File: config.mk
export PLATFORM = sky130hd
export DESIGN_NAME = rx_frame_ctrl
export DESIGN_NICKNAME = d
export VERILOG_FILES = /design/src/rtl/uart_pkg.sv /design/src/rtl/sync2.sv /design/src/rtl/rx_frame_ctrl.sv
export SDC_FILE = /design/constraint.sdc
export NUM_CORES = 1
export LEC_CHECK = 0
export BUFFER_PORTS_ARGS = -buffer_cell sky130_fd_sc_hd__buf_2
export CORE_AREA = 4 4 71 57
export DETAILED_ROUTE_END_ITERATION = 16
export DIE_AREA = 0 0 75 61
export PLACE_DENSITY = 0.66
export SLEW_MARGIN = 20
export SYNTH_ARGS = -nofsm -noshare
export SYNTH_HDL_FRONTEND = slang
export SYNTH_SLANG_ARGS = --single-unit
File: constraint.sdc
create_clock -name clk -period 1.34 [get_ports clk]
set_input_delay 0.268 -clock clk [delete_from_list [all_inputs] [get_ports clk]]
set_output_delay 0.268 -clock clk [all_outputs]
set_load 0.05 [all_outputs]
File: src/rtl/uart_pkg.sv
// uart_pkg: shared UART framing defaults and receive FSM states
package uart_pkg;
  localparam int DEF_CLKS_PER_BIT = 16;
  localparam int DEF_DATA_BITS = 8;
  typedef enum logic [1:0] {IDLE, START, DATA, STOP} state_t;
endpackage

File: src/rtl/sync2.sv
// sync2: two-flop synchronizer for an asynchronous single-bit input
module sync2 #(
  parameter logic RST_VAL = 1'b1
) (
  input  logic clk,
  input  logic rst,
  input  logic d,
  output logic q
);
  logic m;
  always_ff @(posedge clk)
    if (rst) {q, m} <= {RST_VAL, RST_VAL};
    else {q, m} <= {m, d};
endmodule

File: src/rtl/rx_frame_ctrl.sv
// rx_frame_ctrl: UART receive framer producing start/bit/stop timing and the assembled byte
module rx_frame_ctrl
  import uart_pkg::*;
#(
  parameter int CLKS_PER_BIT = DEF_CLKS_PER_BIT,
  parameter int DATA_BITS = DEF_DATA_BITS
) (
  input  logic                 clk,
  input  logic                 rst,
  input  logic                 rx,
  output logic                 rx_idle,
  output logic                 bit_strobe,
  output logic [2:0]           bit_index,
  output logic [DATA_BITS-1:0] rx_data,
  output logic                 frame_done,
  output logic                 frame_err
);
  localparam int CW = $clog2(CLKS_PER_BIT);
  localparam int BW = $clog2(DATA_BITS + 1);
  localparam logic [CW-1:0] HALF = CW'(CLKS_PER_BIT / 2 - 1);
  localparam logic [CW-1:0] LAST = CW'(CLKS_PER_BIT - 1);
  localparam logic [BW-1:0] BLAST = BW'(DATA_BITS - 1);
  state_t state, state_n;
  logic [CW-1:0] cnt, cnt_n;
  logic [BW-1:0] bcnt, bcnt_n;
  logic [DATA_BITS-1:0] sh, sh_n, data_n;
  logic [2:0] idx_n;
  logic rx_s, rx_s_d, strobe_n, done_n, err_n;
  sync2 #(.RST_VAL(1'b1)) u_sync (.clk(clk), .rst(rst), .d(rx), .q(rx_s));
  always_ff @(posedge clk)
    if (rst) begin
      state <= IDLE;
      cnt <= '0;
      bcnt <= '0;
      sh <= '0;
      rx_s_d <= 1'b1;
      rx_idle <= 1'b1;
      bit_strobe <= 1'b0;
      bit_index <= '0;
      rx_data <= '0;
      frame_done <= 1'b0;
      frame_err <= 1'b0;
    end else begin
      state <= state_n;
      cnt <= cnt_n;
      bcnt <= bcnt_n;
      sh <= sh_n;
      rx_s_d <= rx_s;
      rx_idle <= state_n == IDLE;
      bit_strobe <= strobe_n;
      bit_index <= idx_n;
      rx_data <= data_n;
      frame_done <= done_n;
      frame_err <= err_n;
    end
  always_comb begin
    state_n = state;
    cnt_n = cnt + 1'b1;
    bcnt_n = bcnt;
    sh_n = sh;
    idx_n = bit_index;
    data_n = rx_data;
    err_n = frame_err;
    strobe_n = 1'b0;
    done_n = 1'b0;
    unique case (state)
      IDLE: begin
        cnt_n = '0;
        state_n = (~rx_s & rx_s_d) ? START : IDLE;
      end
      START: if (cnt == HALF) begin
        cnt_n = '0;
        bcnt_n = '0;
        state_n = rx_s ? IDLE : DATA;
      end
      DATA: if (cnt == LAST) begin
        cnt_n = '0;
        sh_n = {rx_s, sh[DATA_BITS-1:1]};
        strobe_n = 1'b1;
        idx_n = bcnt[2:0];
        bcnt_n = bcnt + 1'b1;
        state_n = (bcnt == BLAST) ? STOP : DATA;
      end
      STOP: if (cnt == LAST) begin
        cnt_n = '0;
        done_n = 1'b1;
        data_n = sh;
        err_n = ~rx_s;
        state_n = IDLE;
      end
    endcase
  end
endmodule

* Word level (Yosys, flattened, before mapping)
Index checks and enable logic that the tools add are counted.
** Storage, ports and cells
- Register bits :: 36
- Word-level logic and storage cells :: 50
** Operators by class
- $add $sub $neg :: 2
- Equal/unequal tests :: 8
- Muxes and demuxes :: 14
- Bitwise operators :: 4
- Reductions and logical operators :: 9
** Operator list (number)
- $mux 4 :: 4
- $pmux 4 s3 :: 1
- $add 4x1->4 const B :: 2
- $eq 4x3->1 const B :: 2
- $mux 2 :: 4
- $pmux 2 s4 :: 1
- $pmux 4 s2 :: 1
- $reduce_or 2->1 :: 3
- $eq 2x2->1 const B :: 2
- $eq 4x4->1 const B :: 1
- $logic_not 2->1 :: 2
- $ne 2x2->1 const B :: 2
- $reduce_and 2->1 :: 2
- $mux 1 :: 3
- $not 1->1 :: 3
- $reduce_and 3->1 :: 1
- $eq 2x1->1 const B :: 1
- $reduce_bool 2->1 :: 1
- $and 1x1->1 :: 1

* Longest topological paths before layout
Gate-level depths: netlist of run 1.
- Depth in word-level cells :: 5
- Gate-level depth with buffers :: 7
- Gate-level depth less buffers :: 4

* By module
Synthesis of run 1 repeated with hierarchy kept, for this count alone.
** Unflattened totals
- Cells, all modules :: 171
- Area, all modules :: 1498.9 µm²
** By module, submodules not included
- rx_frame_ctrl :: instances 1, cells an instance 167, area an instance 1446.4 µm²
- sync2 :: instances 1, cells an instance 4, area an instance 52.6 µm²

* Worst setup path before layout of run 1
No wires, ideal clock.
- Path type :: register to register
- From :: register cnt[0]
- To :: register bcnt[2]
- Data arrival time :: 1275 ps
- Data required time :: 1270 ps
- Slack :: -5 ps
- Stages on the path, launching flop included :: 6
- Path buffers :: 1
- Clock period less this slack :: 1345 ps
- Path through :: dfxtp_1 -> ha_1 -> buf_4 -> nand4_4 -> or4_1 -> a21oi_1
** On the way
- Longest elaborated chain between the ends :: 3
** RTL lines
- start: declaration :: line rx_frame_ctrl.sv:24 : logic [CW-1:0] cnt, cnt_n;
- start signal: assignment :: line rx_frame_ctrl.sv:45 : cnt <= cnt_n;
- $eq 4x4->1 / $eq 4x3->1 (equally long branches) :: line rx_frame_ctrl.sv:76, rx_frame_ctrl.sv:71
- $ne 2x2->1 (no source line)
- $reduce_and 3->1 (no source line) (*)
- end signal: assignment :: line rx_frame_ctrl.sv:46 : bcnt <= bcnt_n;
- end: declaration :: line rx_frame_ctrl.sv:25 : logic [BW-1:0] bcnt, bcnt_n;
Every way passes the cells marked *; elsewhere a longest branch is shown, timed or not.
A chain may end at the register's enable or synchronous reset.

* Final worst setup path of run 1
- From :: register cnt[1]
- To :: register bcnt[0]
Same word-level chain as after synthesis.

==> impl_results.md, run 1 <==
- Endpoints failing hold: 0
- Ys Warns: 0
- Reg2reg end: bcnt[0]$_SDFFE_PP0P_
- Post-Synth XOR/XNOR Area: 1.179%
- Synth Area in Compound Gates: 19.80%
- CTS tree: done
- GRT Overall Usage: 15.61%
- Max Cap Viol: 0
- Overall power: 2.083 mW
- Vias per Instance: 5.563
- # diodes: 0
- Max rail drop VDD: 0.5941 mV
- Simple-Gate Fraction of Synth Area: 20.39%
- Fin cells: 229
- Crit Path Class: reg -> reg
- WP data required: 1.50 ns
- CTS max path bufs: 2
- Syn Inst Count: 165
- # IOs: 18
- Initial Util: 45.48%
- Worst skew pair latency: 0.28 ns
- Top FF cell, synth: dfxtp_1
- First drt pass iteration count: 4
- Seq/Total Area, Yosys: 48.53%
- Number of synthesized flops with an enable pin: 0
- Crit Path Max Fanout: 6
- DRC viols: 0
- Initial antenna violation count: 0
- Rel. slew slack: 72.97%
- Share of layout cells above drive strength 1: 29.63%
- Final Setup Violations: 0
- I/O Buffers: 17
- Clock Skews: 0.003634 ns
- CTS Sinks: 36
- Grt ovf: 0
- Outcome: finished clean
- Worst setup EP type: flip-flop
- Post-synthesis mux area share: 0.6740%
- Combinational family with the most area after synthesis: simple AND/OR/NAND/NOR gates
- Die width: 75 um
- Dpl hpwl: 2.182 mm
- CTS buffer count: 5
- Die area: 4575 um2
- Setup total negative slack: 0 ns
- Vias in the first global route: 1212
- Startpoint Class: flip-flop
- Total Routed Length: 3.209 mm
- Htree depth: 2
- Minimum clock period: 1.274 ns
- Vias: 1274
- Hold Buf Count CTS: 0
- Worst hold start: rx
- Fin nets: 193
- Routability Congestion: 0.7463
- Fin crit share: 95.05%
- Global-route wire length before repair: 5.409 mm
- Syn Nets: 170
- FF+latch count, synth: 36
- Clock Tree Root: clkbuf_8
- Critical path arrival: 1.43 ns
- Share of flip-flops with an asynchronous set or reset: 0%
- Placed cell count: 220
- Leak: 0.6981 nW
- Placement Rows: 18
- Achievable Freq: 785.1 MHz
- Post-Synth Adder-Cell Area: 1.685%
- RR Startpoint: cnt[1]$_SDFF_PP0_
- RSZ-0062 raised after global routing: yes
- Final ANT Viol Nets: 0
- Netlist cell types: 34
- Routed len/inst: 14.01 um
- Initial DRC Count: 60
- Die Y: 61 um
- R2r setup slk: 0.07 ns
- Crit path from: cnt[1]$_SDFF_PP0_
- Worst r2r path cells: 4
- Setup crit end: bcnt[0]$_SDFFE_PP0P_
- Worst Tran Pin Value: 0.4054 ns
- Largest net degree at the start of global routing: 24
- Filler instances: 288
- Clock slew at reported path FFs: 0.07 ns
- Hold crit path type: in -> reg
- Post-Syn Area: 1485 um2
- Core ar.: 3266 um2
- Slew Viols, Final: 0
- Avg Inst Size Synth: 9.001 um2
- Synth-to-layout area growth: 21.57%
- Pwr/cell area: 1154 nW/um2
- Final Util: 55.29%
[cell usage after synthesis (2+ instances only)]
library cell / instances / area (um2)
nor4_1: 2 / 12.51
and4b_1: 2 / 20.02
o21ai_0: 22 / 110.1
nor3_1: 4 / 20.02
ha_1: 2 / 25.02
a21oi_1: 25 / 125.1
nand3_1: 22 / 110.1
dfxtp_1: 36 / 720.7
clkbuf_1: 9 / 33.78
nand4b_1: 2 / 17.52
nor2_1: 5 / 18.77
buf_2: 2 / 10.01
buf_4: 6 / 45.04
inv_1: 4 / 15.01
or2_2: 3 / 18.77
[cell type report]
cell class	count	area (um2)	area share [%]
Timing Repair Buffer	33	221.5	12.27
Clock buffer	6	72.57	4.019
Sequential cell	36	728.2	40.33
Inverter	4	18.77	1.040
Timing Repair inverter	1	7.507	0.4158
Clock inverter	2	35.03	1.940
Tap cell	40	50.05	2.772
Multi-Input combinational cell	107	671.9	37.21
[critical path, cell delays in order (launching register included)]
cell and delay, ns:
dfxtp_2 0.34, ha_4 0.18, nand4b_1 0.18, a21oi_1 0.09
a2111oi_0 0.36
[repair_timing]
action	in CTS	in global routing
pin swaps	0	2
resized for setup	6	9
setup endpoints to repair	31	27
buffers inserted	0	0
cloned	1	0
[registers in the layout, summed over array words and instances (netlist names), 2 cells and up]
signal / flops
bcnt: 4
bit_index: 3
cnt: 4
rx_data: 8
sh: 8
state: 2
[per-stage QoR]
step                      instance area [um2]  setup slack, ns  hold WS, ns
after CTS                                1787          0.01525       0.1594
after global placement                   1653         -0.04921       0.3927
after floorplan                          1489         0.003236       0.3718
final                                    1805          0.06631       0.1649
after detailed placement                 1653          -0.1293       0.4022
after global routing                     1805        -0.005174       0.1544
[how the worst min path moves through the flow]
stage / to / slack [ns] / depth (start not counted)
2_1_floorplan: u_sync.m$_SDFF_PP1_ / 0.37 / 1
3_3_place_gp: u_sync.q$_SDFF_PP1_ / 0.39 / 1
5_1_grt: u_sync.m$_SDFF_PP1_ / 0.15 / 2
3_5_place_dp: u_sync.q$_SDFF_PP1_ / 0.40 / 1
4_1_cts: u_sync.m$_SDFF_PP1_ / 0.16 / 2
6_report: u_sync.m$_SDFF_PP1_ / 0.16 / 2
[layer usage]
layer	GRT usage (%)	up-vias	part of all wire (%)
li1	-	644	-
met1	19.68	600	50
met5	0	-	0
met2	24.19	28	45
met3	5.464	2	4.5
met4	6.853	0	0.53
[cell families (layout without fill, tap and decap cells)]
family,count (synthesis),in the layout
compound gates,54,54
xor+xnor,2,2
fa+ha+maj,2,2
buf+inv,22,46
flops,36,36
mux,1,1
simple gates,48,48
[report_power, final]
| group | internal, mW | total (mW) | switching (mW) |
|---|---|---|---|
| clock network | 0.552 | 0.920 | 0.368 |
| logic | 0.0262 | 0.0758 | 0.0495 |
| registers | 1.08 | 1.09 | 0.0106 |
| total | 1.65 | 2.08 | 0.428 |
[layout by cell type, fill, tap and decap left out, types with 4 or more instances in the layout]
cell	instances
a21oi_1	24
buf_2	17
nor3_1	4
o21ai_0	21
clkbuf_8	5
nor2_1	5
buf_4	14
dfxtp_1	32
nand3_1	22
Power figures use the tool's default switching activity.
==> run 2, diff against run 1 <==
- CORE_AREA: 4 4 71 57 -> 4 4 72 57
- DIE_AREA: 0 0 75 61 -> 0 0 76 61
- PLACE_DENSITY: 0.66 -> unset
- clock period: 1.34 -> 1.61 ns (I/O delays scaled with it)
==> impl_results.md, run 2 (synthesized netlist as in run 1, its figures left out) <==
- Dpl cell area: 1588 um2 (-3.9%)
- Fin crit share: 89.25% (-5.8 points)
- Dpl hpwl: 1.962 mm (-10%)
- Initial antenna violation count: 0 (unchanged)
- Minimum clock period: 1.437 ns (+0.1632 ns)
- Vias per Instance: 5.509 (-0.97%)
- Synth-to-layout area growth: 12.38%
- Largest net degree at the start of global routing: 21 (-13%)
- First drt pass iteration count: 4 (unchanged)
- Crit Path Class: reg -> reg
- Clock Tree Root: clkbuf_8
- Grt ovf: 0 (unchanged)
- Die width: 76 um (+1.3%)
- Worst setup EP type: flip-flop
- Die area: 4636 um2 (+1.3%)
- WHS: 0.2170 ns (+0.05214 ns)
- CTS Sinks: 36 (unchanged)
- Routed len/inst: 13.34 um (-4.8%)
- Final Setup Violations: 0 (unchanged)
- Commonest cells after routing, fill and taps aside: 35 x dfxtp_1, 25 x a21oi_1, 22 x nand3_1, 22 x o21ai_0, 17 x buf_2
- Filler instances: 330 (+15%)
- Initial Util: 44.86% (-0.62 points)
- # diodes: 0 (unchanged)
- Post-CTS Setup Repair Bufs: 0 (unchanged)
- Clock Skews: 0.005486 ns (+0.001851 ns)
- RSZ-0062 raised after global routing: no
- Worst Tran Pin Value: 0.3348 ns (-0.07058 ns)
- Final ANT Viol Nets: 0 (unchanged)
- GRT Overall Usage: 13.51% (-2.1 points)
- Die Y: 61 um (unchanged)
- R2r setup slk: 0.17 ns (+0.11 ns)
- Clock slew at reported path FFs: 0.06 ns (about the same)
- DRC viols: 0 (unchanged)
- Max rail drop VDD: 0.5272 mV (-11%)
- Global-route wire length before repair: 4.995 mm (-7.7%)
- Pwr/cell area: 929.2 nW/um2 (-19%)
- Endpoints failing hold: 0 (unchanged)
- Worst skew pair latency: 0.29 ns (about the same)
- Crit Path Max Fanout: 9 (+3)
- Routability Congestion: 0.7721 (+3.5%)
- Biggest regs: rx_data (8), sh (8)
- CTS buffer count: 5 (unchanged)
- Vias in the first global route: 1128 (-6.9%)
- I/O Buffers: 17 (unchanged)
- WP data required: 1.83 ns (+0.33 ns)
- CTS max path bufs: 2 (unchanged)
- Commonest non-fill, non-tap cell in the layout: dfxtp_1
- Area of the multi-input gates: 651.9 um2 (-3.0%)
- Vias: 1212 (-4.9%)
- Core ar.: 3311 um2 (+1.4%)
- Slew Viols, Final: 0 (unchanged)
- Htree depth: 2 (unchanged)
- Fin area: 1669 um2 (-7.6%)
- CTS tree: done
- Critical path arrival: 1.66 ns (+0.23 ns)
- # IOs: 18 (unchanged)
- Fin nets: 185 (-4.1%)
- Setup total negative slack: 0 ns (unchanged)
- Max Cap Viol: 0 (unchanged)
- Outcome: finished clean
- Total Routed Length: 2.934 mm (-8.6%)
- Reg area: 721.9 um2 (-0.86%)
- Hold crit path type: in -> reg
- Startpoint Class: flip-flop
- Leak: 0.6340 nW (-9.2%)
- Initial DRC Count: 66 (+10%)
- Rel. slew slack: 77.10% (+4.1 points)
- Achievable Freq: 695.9 MHz (-11%)
- Placement Rows: 18 (unchanged)
- Share of layout cells above drive strength 1: 22.22% (-7.4 points)
[run 2: per-layer routing]
| metal | track usage [%] | share of wire [%] | vias to the layer above | wire, um |
|---|---|---|---|---|
| li1 | - | - | 622 | - |
| met1 | 17.27 | 53 | 566 | 1542 |
| met2 | 20.49 | 41 | 20 | 1199 |
| met3 | 5.045 | 4.9 | 4 | 143 |
| met4 | 6.345 | 1.6 | 0 | 48 |
| met5 | 0 | 0 | - | 0 |
[run 2: repair_timing]
item                       in CTS  in global routing
hold buffers                    0                  0
resized for setup               0                  2
setup endpoints to repair       0                 24
[run 2: worst paths after layout]
| path | start | cells after the start | to |
|---|---|---|---|
| max | cnt[0]$_SDFF_PP0_ | 4 | bcnt[2]$_SDFFE_PP0P_ |
| min | rx | 2 | u_sync.m$_SDFF_PP1_ |
| max reg2reg | cnt[0]$_SDFF_PP0_ | 4 | bcnt[2]$_SDFFE_PP0P_ |
| min reg2reg | u_sync.m$_SDFF_PP1_ | 1 | u_sync.q$_SDFF_PP1_ |
[run 2: area by class of cell]
cell class / instances / area share [%]
flip-flops and latches: 36 / 43.25
multi-input cells: 107 / 39.06
repair buffers: 26 / 9.145
clock buffers: 6 / 4.348
well taps: 40 / 2.999
inverters: 4 / 0.8996
clock inverters: 1 / 0.2999
[run 2: stage by stage]
step | setup WS [ns] | utilization (%) | instances | power, mW
finish | 0.1731 | 50.42 | 220 | 1.551
global route | 0.002344 | 50.42 | 220 | 1.604
CTS | 0.07024 | 50.30 | 220 | 1.566
detailed placement | 0.09135 | 47.96 | 213 | 0.9812
global placement | 0.1145 | 47.96 | 213 | 0.9800
floorplan | 0.2652 | - | 165 | 0.9657
[run 2: worst max-delay path: stages (launching register included)]
cell     delay [ns]
dfxtp_1        0.37
ha_2           0.30
nand4_4        0.13
or4_1          0.42
a21oi_1        0.14
[run 2: power breakdown]
part	internal [mW]	leakage, nW	switching (mW)
registers	0.897	0.291	0.00787
logic	0.0177	0.302	0.0389
clock network	0.294	0.0410	0.296
total	1.21	0.634	0.342
==> run 3, diff against run 2 <==
- SYNTH_HIERARCHICAL: unset -> 1
==> impl_results.md, run 3 <==
- Outcome: finished clean
- Routed len/inst: 14.53 um (+9.0%)
- Placement Rows: 18 (unchanged)
- Final ANT Viol Nets: 0 (unchanged)
- Achievable Freq: 656.6 MHz (-5.7%)
- Hold crit path type: in -> reg
- CTS Sinks: 36 (unchanged)
- Setup total negative slack: 0 ns (unchanged)
- FF+latch count, synth: 36 (unchanged)
- Syn Inst Count: 171 (+3.6%)
- Top FF cell, synth: dfxtp_1
- Synth area leader: dfxtp_1
- DP Worst Slack: 0.1165 ns (+0.02518 ns)
- Endpoints failing hold: 0 (unchanged)
- Clock Tree Root: clkbuf_8
- Commonest cells after routing, fill and taps aside: 36 x dfxtp_1, 24 x nand3_1, 23 x o21ai_0, 23 x a21oi_1, 17 x buf_2
- Die width: 76 um (unchanged)
- Leading cell type by number of instances after synthesis: dfxtp_1
- Total Routed Length: 3.342 mm (+14%)
- Worst setup EP type: flip-flop
- Area of the multi-input gates: 701.9 um2 (+7.7%)
- Minimum clock period: 1.523 ns (+0.08609 ns)
- CTS resizes: 0 (unchanged)
- CTS tree: done
- Biggest regs: rx_data (8), sh (8)
- Critical path arrival: 1.72 ns (+0.06 ns)
- Avg Inst Size Synth: 8.766 um2 (-2.6%)
- Ys Warns: 6 (+6)
- Die area: 4636 um2 (unchanged)
- Worst setup margin: 0.08702 ns (-0.08609 ns)
- Largest net degree at the start of global routing: 23 (+9.5%)
- Initial DRC Count: 145 (+120%)
- Global-route wire length before repair: 5.457 mm (+9.2%)
- Post-synth top cells: 36 x dfxtp_1, 24 x nand3_1, 23 x a21oi_1, 23 x o21ai_0, 8 x clkbuf_1
- Post-CTS Setup Repair Bufs: 0 (unchanged)
- Initial antenna violation count: 0 (unchanged)
- Overall power: 1.535 mW (-1.0%)
- Area contributors post-synth: dfxtp_1 48%, nand3_1 8.0%, a21oi_1 7.7%, o21ai_0 7.7%, mux2i_1 2.7%
- Post-Syn Area: 1499 um2 (+0.93%)
- Clock slew at reported path FFs: 0.07 ns (about the same)
- Max Cap Viol: 0 (unchanged)
- Pwr/cell area: 893.7 nW/um2 (-3.8%)
- Max rail drop VDD: 0.5276 mV (about the same)
- Worst Tran Pin Value: 0.4174 ns (+0.08259 ns)
- CTS buffer count: 5 (unchanged)
- Fin crit share: 94.60% (+5.3 points)
- Final Setup Violations: 0 (unchanged)
- Die Y: 61 um (unchanged)
- Dpl hpwl: 2.402 mm (+22%)
- # IOs: 18 (unchanged)
- Syn Nets: 176 (+3.5%)
- Rel. slew slack: 71.79% (-5.3 points)
- Vias: 1315 (+8.5%)
- Seq/Total Area, Yosys: 48.08% (-0.45 points)
- Clock Skews: 0.005370 ns (-0.0001154 ns)
- Fin nets: 195 (+5.4%)
- Startpoint Class: flip-flop
- Grt ovf: 0 (unchanged)
- Hold Buf Count CTS: 0 (unchanged)
- RSZ-0062 raised after global routing: no
- CTS max path bufs: 2 (unchanged)
- Vias in the first global route: 1126 (-0.18%)
- Initial Util: 45.28% (+0.42 points)
- Core ar.: 3311 um2 (unchanged)
- Crit Path Class: reg -> reg
- Share of layout cells above drive strength 1: 20.00% (-2.2 points)
- Final Util: 51.89% (+1.5 points)
- Share of flip-flops with an asynchronous set or reset: 0% (unchanged)
- WP data required: 1.80 ns (-0.03 ns)
- Crit Path Max Fanout: 5 (-4)
- Vias per Instance: 5.717 (+3.8%)
- Commonest non-fill, non-tap cell in the layout: dfxtp_1
- Netlist cell types: 34 (unchanged)
- GRT Overall Usage: 14.93% (+1.4 points)
- Slew Viols, Final: 0 (unchanged)
- Reg area: 720.7 um2 (-0.17%)
- # diodes: 0 (unchanged)
- First drt pass iteration count: 4 (unchanged)
- Filler instances: 319 (-3.3%)
- Worst skew pair latency: 0.28 ns (about the same)
- Synth-to-layout area growth: 14.61%
- Leak: 0.6044 nW (-4.7%)
- DRC viols: 0 (unchanged)
- Routability Congestion: 0.8007 (+3.7%)
- I/O Buffers: 17 (unchanged)
- Htree depth: 2 (unchanged)
- Top-area cell type share of the netlist area: 48.08% (-0.45 points)
- Number of synthesized flops with an enable pin: 0 (unchanged)
-- run 3: cell types whose count changed in the layout (fill, tap and decap cells not counted), sizes merged, moves of 3 or more --
cell / change
mux2i: +3
nor2b: +3
nor4: -3
o211ai: +3
-- run 3: critical path: stages (launching register included) --
cell and delay (ns):
dfxtp_1 0.40, ha_1 0.22, nor4bb_1 0.43, mux2i_1 0.13, a211oi_1 0.25
-- run 3: path summary, 6_finish.rpt --
check	start	to	slack (ns)	cells past startpoint
worst max-delay path	bcnt[0]$_SDFFE_PP0P_	state[0]$_SDFF_PP0_	0.09	4
worst min-delay path	rx	u_sync/m$_SDFF_PP1_	0.23	2
worst max register to register	bcnt[0]$_SDFFE_PP0P_	state[0]$_SDFF_PP0_	0.09	4
worst min register to register	u_sync/m$_SDFF_PP1_	u_sync/q$_SDFF_PP1_	0.41	1
-- run 3: per-stage QoR --
stage	std cells	hold slack, ns	area, um2
global placement	223	0.3936	1638
global route	230	0.2310	1718
finish	230	0.2288	1718
detailed placement	223	0.3960	1638
floorplan	171	0.3854	1499
CTS	230	0.2216	1715
-- run 3: final cells by class --
class | instances | share of cell area (%)
clock buffers | 6 | 4.224
well taps | 40 | 2.913
repair buffers | 27 | 9.323
clock inverters | 1 | 0.2913
multi-input cells | 118 | 40.86
flip-flops and latches | 36 | 41.95
inverters | 2 | 0.4370
-- run 3: logic make-up after synthesis --
| kind of cell | after synthesis | synth area share (%) |
|---|---|---|
| buf+inv | 17 | 5.259 |
| fa+ha+maj | 2 | 1.669 |
| simple gates | 55 | 20.62 |
| xor+xnor | 2 | 1.169 |
| compound gates | 55 | 20.53 |
| mux | 4 | 2.671 |
| flops | 36 | 48.08 |
-- run 3: routing by layer --
layer | track usage, % | share of wire (%)
met5 | 0 | 0
met4 | 3.807 | 0.36
met3 | 5.341 | 5.7
met2 | 21.22 | 42
met1 | 21.41 | 52
-- run 3: power breakdown --
part | total [mW] | internal (mW) | switching [mW] | leakage, nW
logic | 0.0508 | 0.0174 | 0.0333 | 0.273
clock network | 0.582 | 0.294 | 0.288 | 0.0410
registers | 0.903 | 0.897 | 0.00555 | 0.291
total | 1.54 | 1.21 | 0.327 | 0.604
